[config.mk]
export PLATFORM = sky130hd
export DESIGN_NAME = jt49_cen_multi_flat
export DESIGN_NICKNAME = d
export VERILOG_FILES = /design/src/rtl/jt49_cen_multi_if.sv /design/src/rtl/jt49_cen_multi.sv /design/src/flat_wrapper.sv
export SDC_FILE = /design/constraint.sdc
export NUM_CORES = 1
export LEC_CHECK = 0
export CAP_MARGIN = 20
export CORE_MARGIN = 2
export CORE_UTILIZATION = 44
export CTS_BUF_LIST = sky130_fd_sc_hd__clkbuf_4 sky130_fd_sc_hd__clkbuf_8
export CTS_CLUSTER_SIZE = 40
export DETAILED_ROUTE_END_ITERATION = 7
export MAX_ROUTING_LAYER = met4
export PLACE_DENSITY_LB_ADDON = 0.05
export SETUP_SLACK_MARGIN = 0.02
export SLEW_MARGIN = 40
export SYNTH_ARGS = -nofsm -noshare
export SYNTH_HDL_FRONTEND = slang
export SYNTH_SLANG_ARGS = --single-unit
[constraint.sdc]
create_clock -name clk -period 9.4 [get_ports clk]
set_input_delay 1.88 -clock clk [delete_from_list [all_inputs] [get_ports clk]]
set_output_delay 1.88 -clock clk [all_outputs]
set_load 0.01 [all_outputs]
[src/rtl/jt49_cen_multi_if.sv]
// Control/enable bundle for jt49_cen_multi: base-enable inputs and
// pre-divider controls in one direction, the generated enables in the other.
interface jt49_cen_multi_if #(
    parameter int NOUT = 2,
    parameter int FW   = 16
);
    logic            cen;
    logic            use_frac;
    logic [FW-1:0]   num;
    logic [FW-1:0]   den;
    logic            sel;
    logic            restart;
    logic            cen_base;
    logic [NOUT-1:0] cen_out;

    modport master (
        output cen, use_frac, num, den, sel, restart,
        input  cen_base, cen_out
    );

    modport slave (
        input  cen, use_frac, num, den, sel, restart,
        output cen_base, cen_out
    );
endinterface

[src/rtl/jt49_cen_multi.sv]
// Clock-enable generator for the PSG: optional num/den fractional pre-divider
// feeding a shared counter that yields NOUT power-of-two sub-rate enables.

// One tap: decides whether the current base pulse lands on this tap's phase.
module jt49_cen_tap #(
    parameter int W  = 10,
    parameter int TK = 4
) (
    input  logic [W-1:0] i_cnt,
    input  logic         i_sel,
    output logic         o_hit
);
    localparam logic [W:0] ONE    = (W+1)'(1);
    localparam logic [W:0] M_FAST = (ONE << TK) - ONE;
    localparam logic [W:0] M_SLOW = (ONE << (TK + 1)) - ONE;

    logic [W-1:0] w_mask;

    // sel=0 widens the mask by one bit, i.e. one extra /2 on the tap
    assign w_mask = i_sel ? M_FAST[W-1:0] : M_SLOW[W-1:0];
    assign o_hit  = ((i_cnt & w_mask) == '0);
endmodule

module jt49_cen_multi #(
    parameter int                W    = 10,
    parameter int                NOUT = 2,
    parameter logic [4*NOUT-1:0] TAPS = {4'd8, 4'd4},
    parameter int                FW   = 16
) (
    input logic              clk,
    input logic              rst_n,
    jt49_cen_multi_if.slave  bus
);
    logic [FW:0]     r_acc;
    logic [W-1:0]    r_cnt;
    logic            r_cen_base;
    logic [NOUT-1:0] r_cen_out;

    logic [FW+1:0]   w_sum;
    logic [FW:0]     w_acc_nxt;
    logic            w_b;
    logic [NOUT-1:0] w_hit;

    assign w_sum = {1'b0, r_acc} + {2'b00, bus.num};

    // Fractional pre-divider; a degenerate ratio (den==0 or num>=den) parks
    // the accumulator at zero so a later valid ratio starts clean.
    always_comb begin
        w_b       = bus.cen;
        w_acc_nxt = r_acc;
        if (bus.use_frac) begin
            if (bus.den == '0) begin
                w_b       = 1'b0;
                w_acc_nxt = '0;
            end else if (bus.num >= bus.den) begin
                w_b       = bus.cen;
                w_acc_nxt = '0;
            end else if (bus.cen) begin
                if (w_sum >= {2'b00, bus.den}) begin
                    w_b       = 1'b1;
                    w_acc_nxt = w_sum[FW:0] - {1'b0, bus.den};
                end else begin
                    w_b       = 1'b0;
                    w_acc_nxt = w_sum[FW:0];
                end
            end else begin
                w_b = 1'b0;
            end
        end
    end

    for (genvar i = 0; i < NOUT; i++) begin : g_tap
        jt49_cen_tap #(
            .W  (W),
            .TK (int'(TAPS[4*i +: 4]))
        ) u_tap (
            .i_cnt (r_cnt),
            .i_sel (bus.sel),
            .o_hit (w_hit[i])
        );
    end

    // Taps look at the pre-increment count, so the first base pulse after a
    // clear lines every tap up on phase zero.
    always_ff @(posedge clk) begin
        if (!rst_n || bus.restart) begin
            r_acc      <= '0;
            r_cnt      <= '0;
            r_cen_base <= 1'b0;
            r_cen_out  <= '0;
        end else begin
            r_acc      <= w_acc_nxt;
            r_cen_base <= w_b;
            r_cen_out  <= w_hit & {NOUT{w_b}};
            if (w_b) r_cnt <= r_cnt + W'(1);
        end
    end

    assign bus.cen_base = r_cen_base;
    assign bus.cen_out  = r_cen_out;
endmodule
[src/flat_wrapper.sv]
// flat-port wrapper written by rule: the top's interface ports become plain ports
module jt49_cen_multi_flat 
#(
    parameter int                W    = 10,
    parameter int                NOUT = 2,
    parameter logic [4*NOUT-1:0] TAPS = {4'd8, 4'd4},
    parameter int                FW   = 16
)
  (clk, rst_n, bus_cen, bus_use_frac, bus_num, bus_den, bus_sel, bus_restart, bus_cen_base, bus_cen_out);
  jt49_cen_multi_if #(.NOUT(NOUT), .FW(FW)) bus_i ();
  input logic clk;
  input logic rst_n;
  input wire logic [$bits(bus_i.cen)-1:0] bus_cen;
  input wire logic [$bits(bus_i.use_frac)-1:0] bus_use_frac;
  input wire logic [$bits(bus_i.num)-1:0] bus_num;
  input wire logic [$bits(bus_i.den)-1:0] bus_den;
  input wire logic [$bits(bus_i.sel)-1:0] bus_sel;
  input wire logic [$bits(bus_i.restart)-1:0] bus_restart;
  output wire logic [$bits(bus_i.cen_base)-1:0] bus_cen_base;
  output wire logic [$bits(bus_i.cen_out)-1:0] bus_cen_out;
  assign bus_i.cen = bus_cen;
  assign bus_i.use_frac = bus_use_frac;
  assign bus_i.num = bus_num;
  assign bus_i.den = bus_den;
  assign bus_i.sel = bus_sel;
  assign bus_i.restart = bus_restart;
  assign bus_cen_base = bus_i.cen_base;
  assign bus_cen_out = bus_i.cen_out;
  jt49_cen_multi #(.W(W), .NOUT(NOUT), .TAPS(TAPS), .FW(FW)) u_core (.clk(clk), .rst_n(rst_n), .bus(bus_i));
endmodule
==> out/metrics.yaml <==
ys_seq_area_share_pct: 18.0
wirelength_mm: 8.38
critPathKind: "input port to flip-flop"
rr_worst_depth: 17
numPortBuffers: 40
post-route-period-util_pct: 69.3
num_io_pins: 41
cts-root-buf: "clkbuf_8"
synth_compound_area_share_pct: 25.8
synthAdderAreaFrac_pct: 20.6
clk_latency_ns: 0.29
post_cts_buffers: 0
drc_errors: 0
critPathMaxFanout: 19
grt_use_total_pct: 21.9
grt_pass1_wl_mm: 14.0
crit_path_start_kind: "input port"
ctsHoldBuffers: 0
fillers: 711
worstHoldEndpoint: "u_core.r_acc[7]"
dr.pass1.iters: 4
rows: 31
grt_overflow: 0
ys_async_sr_fraction_pct: 0
final_antenna_net_count: 0
slew_headroom_pct: 54.2
critPathRequiredTime_ns: 9.59
die-height_microns: 89.7
finalSetupViolCount: 0
syn_area_per_cell_sq_um: 7.92
netlist_instances: 408
clock-sinks: 29
finalPower_w: 0.000455
cts_max_level: 2
die_w_microns: 89.7
max_cap_violations: 0
worstReg2RegEnd: "u_core.r_acc[14]"
yosysWarnings: 0
synth_fp_nets: 498
setup_tns_ns: 0
antenna_cells: 0
antenna_found_initial: 0
final_max_slew_viol_count: 0
p_leak_nw: 1.66
hp-start: "u_core.r_acc[7]"
worstMarginPinSlew_ns: 0.685
synth-edff-count: 0
synth.distinct_cells: 52
synthSimpleGateAreaFrac_pct: 17.3
r2r-start: "u_core.r_acc[0]"
status: "finished, final reports clean"
hold_viol: 0
irDropWorstVdd_uv: 61.2
drive_gt1_share_pct: 4.26
synth_area_sq_um: 3230
dp_hpwl_mm: 6.87
synth-seq-cells: 29
grt_pass1_vias: 2922
cts_tree: "done"
grt_max_degree: 20
cts_buffers: 5
syn_to_final_growth_pct: 18.7
drtIter0Drc: 174
endpoint_kind: "flip-flop"
gp_congestion: 0.864
clock.fmax_mhz: 154
vias: 3005
synth.mux.area_fraction_pct: 3.72
min_path_type: "flip-flop to flip-flop"
wl_per_cell_microns: 15.4
clk_pin_slew_ns: 0.08
cts.path.max_buffers: 2
start_util_pct: 45.1
cp.arrival_ns: 6.70
synth_top_family_by_area: "compound AO/OA/AOI/OAI gates"
via_per_inst: 5.51
nNetsFinal: 535
rsz0062_at_grt: "false"
min_period_ns: 6.51
postCtsResizedCells: 0
min_path_cells: 2
synth_xor_area_share_pct: 8.94
r2r_slack_ns: 4.63
finalClockSkew_ns: 0.0112
design.core.area_sq_um: 7180
power_density_nw_per_um2: 118
dieArea_sq_um: 8050
synth_ff_type: "dfxtp_1"
per-layer routing:
metal  up-vias  track usage [%]  share of wire (%)
met5         -                -                  0
met4         0             7.31                2.0
met3        11             3.19                4.2
met2        50             35.4                 46
met1      1380             28.2                 48
li1       1564                -                  -
worst max-delay path by stage:
stage / from / endpoint / slack (ns) / cells after the start
after CTS: bus_num[0] / u_core.r_acc[14] / 2.91 / 18
after global routing: bus_num[0] / u_core.bus.cen_out[0] / 2.49 / 19
after global placement: bus_num[0] / u_core.r_acc[14] / 2.37 / 18
final: bus_num[0] / u_core.r_acc[14] / 2.89 / 18
after detailed placement: bus_num[0] / u_core.r_acc[14] / 2.63 / 18
after floorplan: bus_num[0] / u_core.r_cnt[8] / 3.80 / 18
synth_stat cells (6+ instances only):
cell      count  share of area, %
ha_1         50                19
dfxtp_1      29                18
clkbuf_1      8              0.93
xnor2_1      25               6.8
nand2_1      37               4.3
mux2i_1      12               3.7
nand4_1       9               1.7
nor4_1        8               1.5
xor2_1        8               2.2
nor2_1       26               3.0
a21o_1       16               3.7
o21ai_0      36               5.6
inv_1        35               4.1
a21oi_1      31               4.8
a211oi_1      6               1.4
nand3_1       8               1.2
area by class of cell:
cell class | count | area, sq um | share of cell area, %
Multi-Input combinational cell | 334 | 2480 | 64.7
Sequential cell | 29 | 581 | 15.1
Timing Repair Buffer | 40 | 400 | 10.4
Inverter | 35 | 131 | 3.42
Tap cell | 99 | 124 | 3.23
Clock buffer | 6 | 82.6 | 2.15
Clock inverter | 2 | 37.5 | 0.978
placed cells by master, fill, tap and decap left out, types with 2 or more instances in the layout:
master / synthesis / layout
ha_1: 50 / 50
clkdlybuf4s50_1: 0 / 40
nand2_1: 37 / 37
o21ai_0: 36 / 36
inv_1: 35 / 35
a21oi_1: 31 / 30
dfxtp_1: 29 / 29
nor2_1: 26 / 26
xnor2_1: 25 / 25
a21o_1: 16 / 16
mux2i_1: 12 / 12
nand4_1: 9 / 9
nand3_1: 8 / 8
xor2_1: 8 / 8
nor4_1: 8 / 8
a211oi_1: 6 / 6
clkbuf_8: 0 / 6
nand2b_1: 4 / 4
or3_1: 5 / 4
nor3_1: 4 / 4
o21bai_1: 3 / 3
and3_1: 3 / 3
o21a_1: 3 / 3
nor2b_1: 3 / 3
a2111oi_0: 3 / 3
o211ai_1: 2 / 2
a22oi_1: 2 / 2
a221o_1: 2 / 2
or4_1: 2 / 2
a31oi_1: 2 / 2
nor3b_1: 2 / 2
fa_1: 2 / 2
registers in the layout, summed over array words and instances (netlist names):
register             cells
u_core.r_acc            17
u_core.bus.cen_base      1
u_core.r_cnt             9
u_core.bus.cen_out       2
critical path, stage by stage:
cell and delay, ns:
clkdlybuf4s50_1 0.43, ha_1 0.26, fa_1 0.42, a21oi_1 0.31, o221a_2 0.32, a221o_1 0.21
nand2_1 0.06, a21oi_1 0.25, xnor2_1 0.21, ha_1 0.35, a21o_1 0.19, a21oi_1 0.21
nor3b_1 0.21, a21oi_1 0.17, or3_2 0.72, nand2b_1 0.19, nor2_1 0.05, a221o_1 0.25
per-stage QoR:
step	worst slack, ns	utilization (%)	area [sq um]	hold slack (ns)	std cells
after CTS	2.91	53.4	3830	0.470	545
final	2.89	53.5	3840	0.468	545
after global routing	2.49	53.5	3840	0.493	545
after global placement	2.37	51.7	3710	0.443	537
after floorplan	3.80	-	3230	0.429	408
after detailed placement	2.63	51.7	3710	0.453	537
power by group:
part / leakage (nW) / internal (W) / switching, W
registers: 0.235 / 0.000126 / 0.00000177
logic: 1.36 / 0.0000831 / 0.000101
clock network: 0.0574 / 0.0000862 / 0.0000567
total: 1.66 / 0.000295 / 0.000159
cell families after synthesis:
family,after synthesis
simple gates,115
compound gates,122
xor+xnor,33
buf+inv,45
mux,12
flops,29
fa+ha+maj,52
Power figures use the tool's default switching activity.
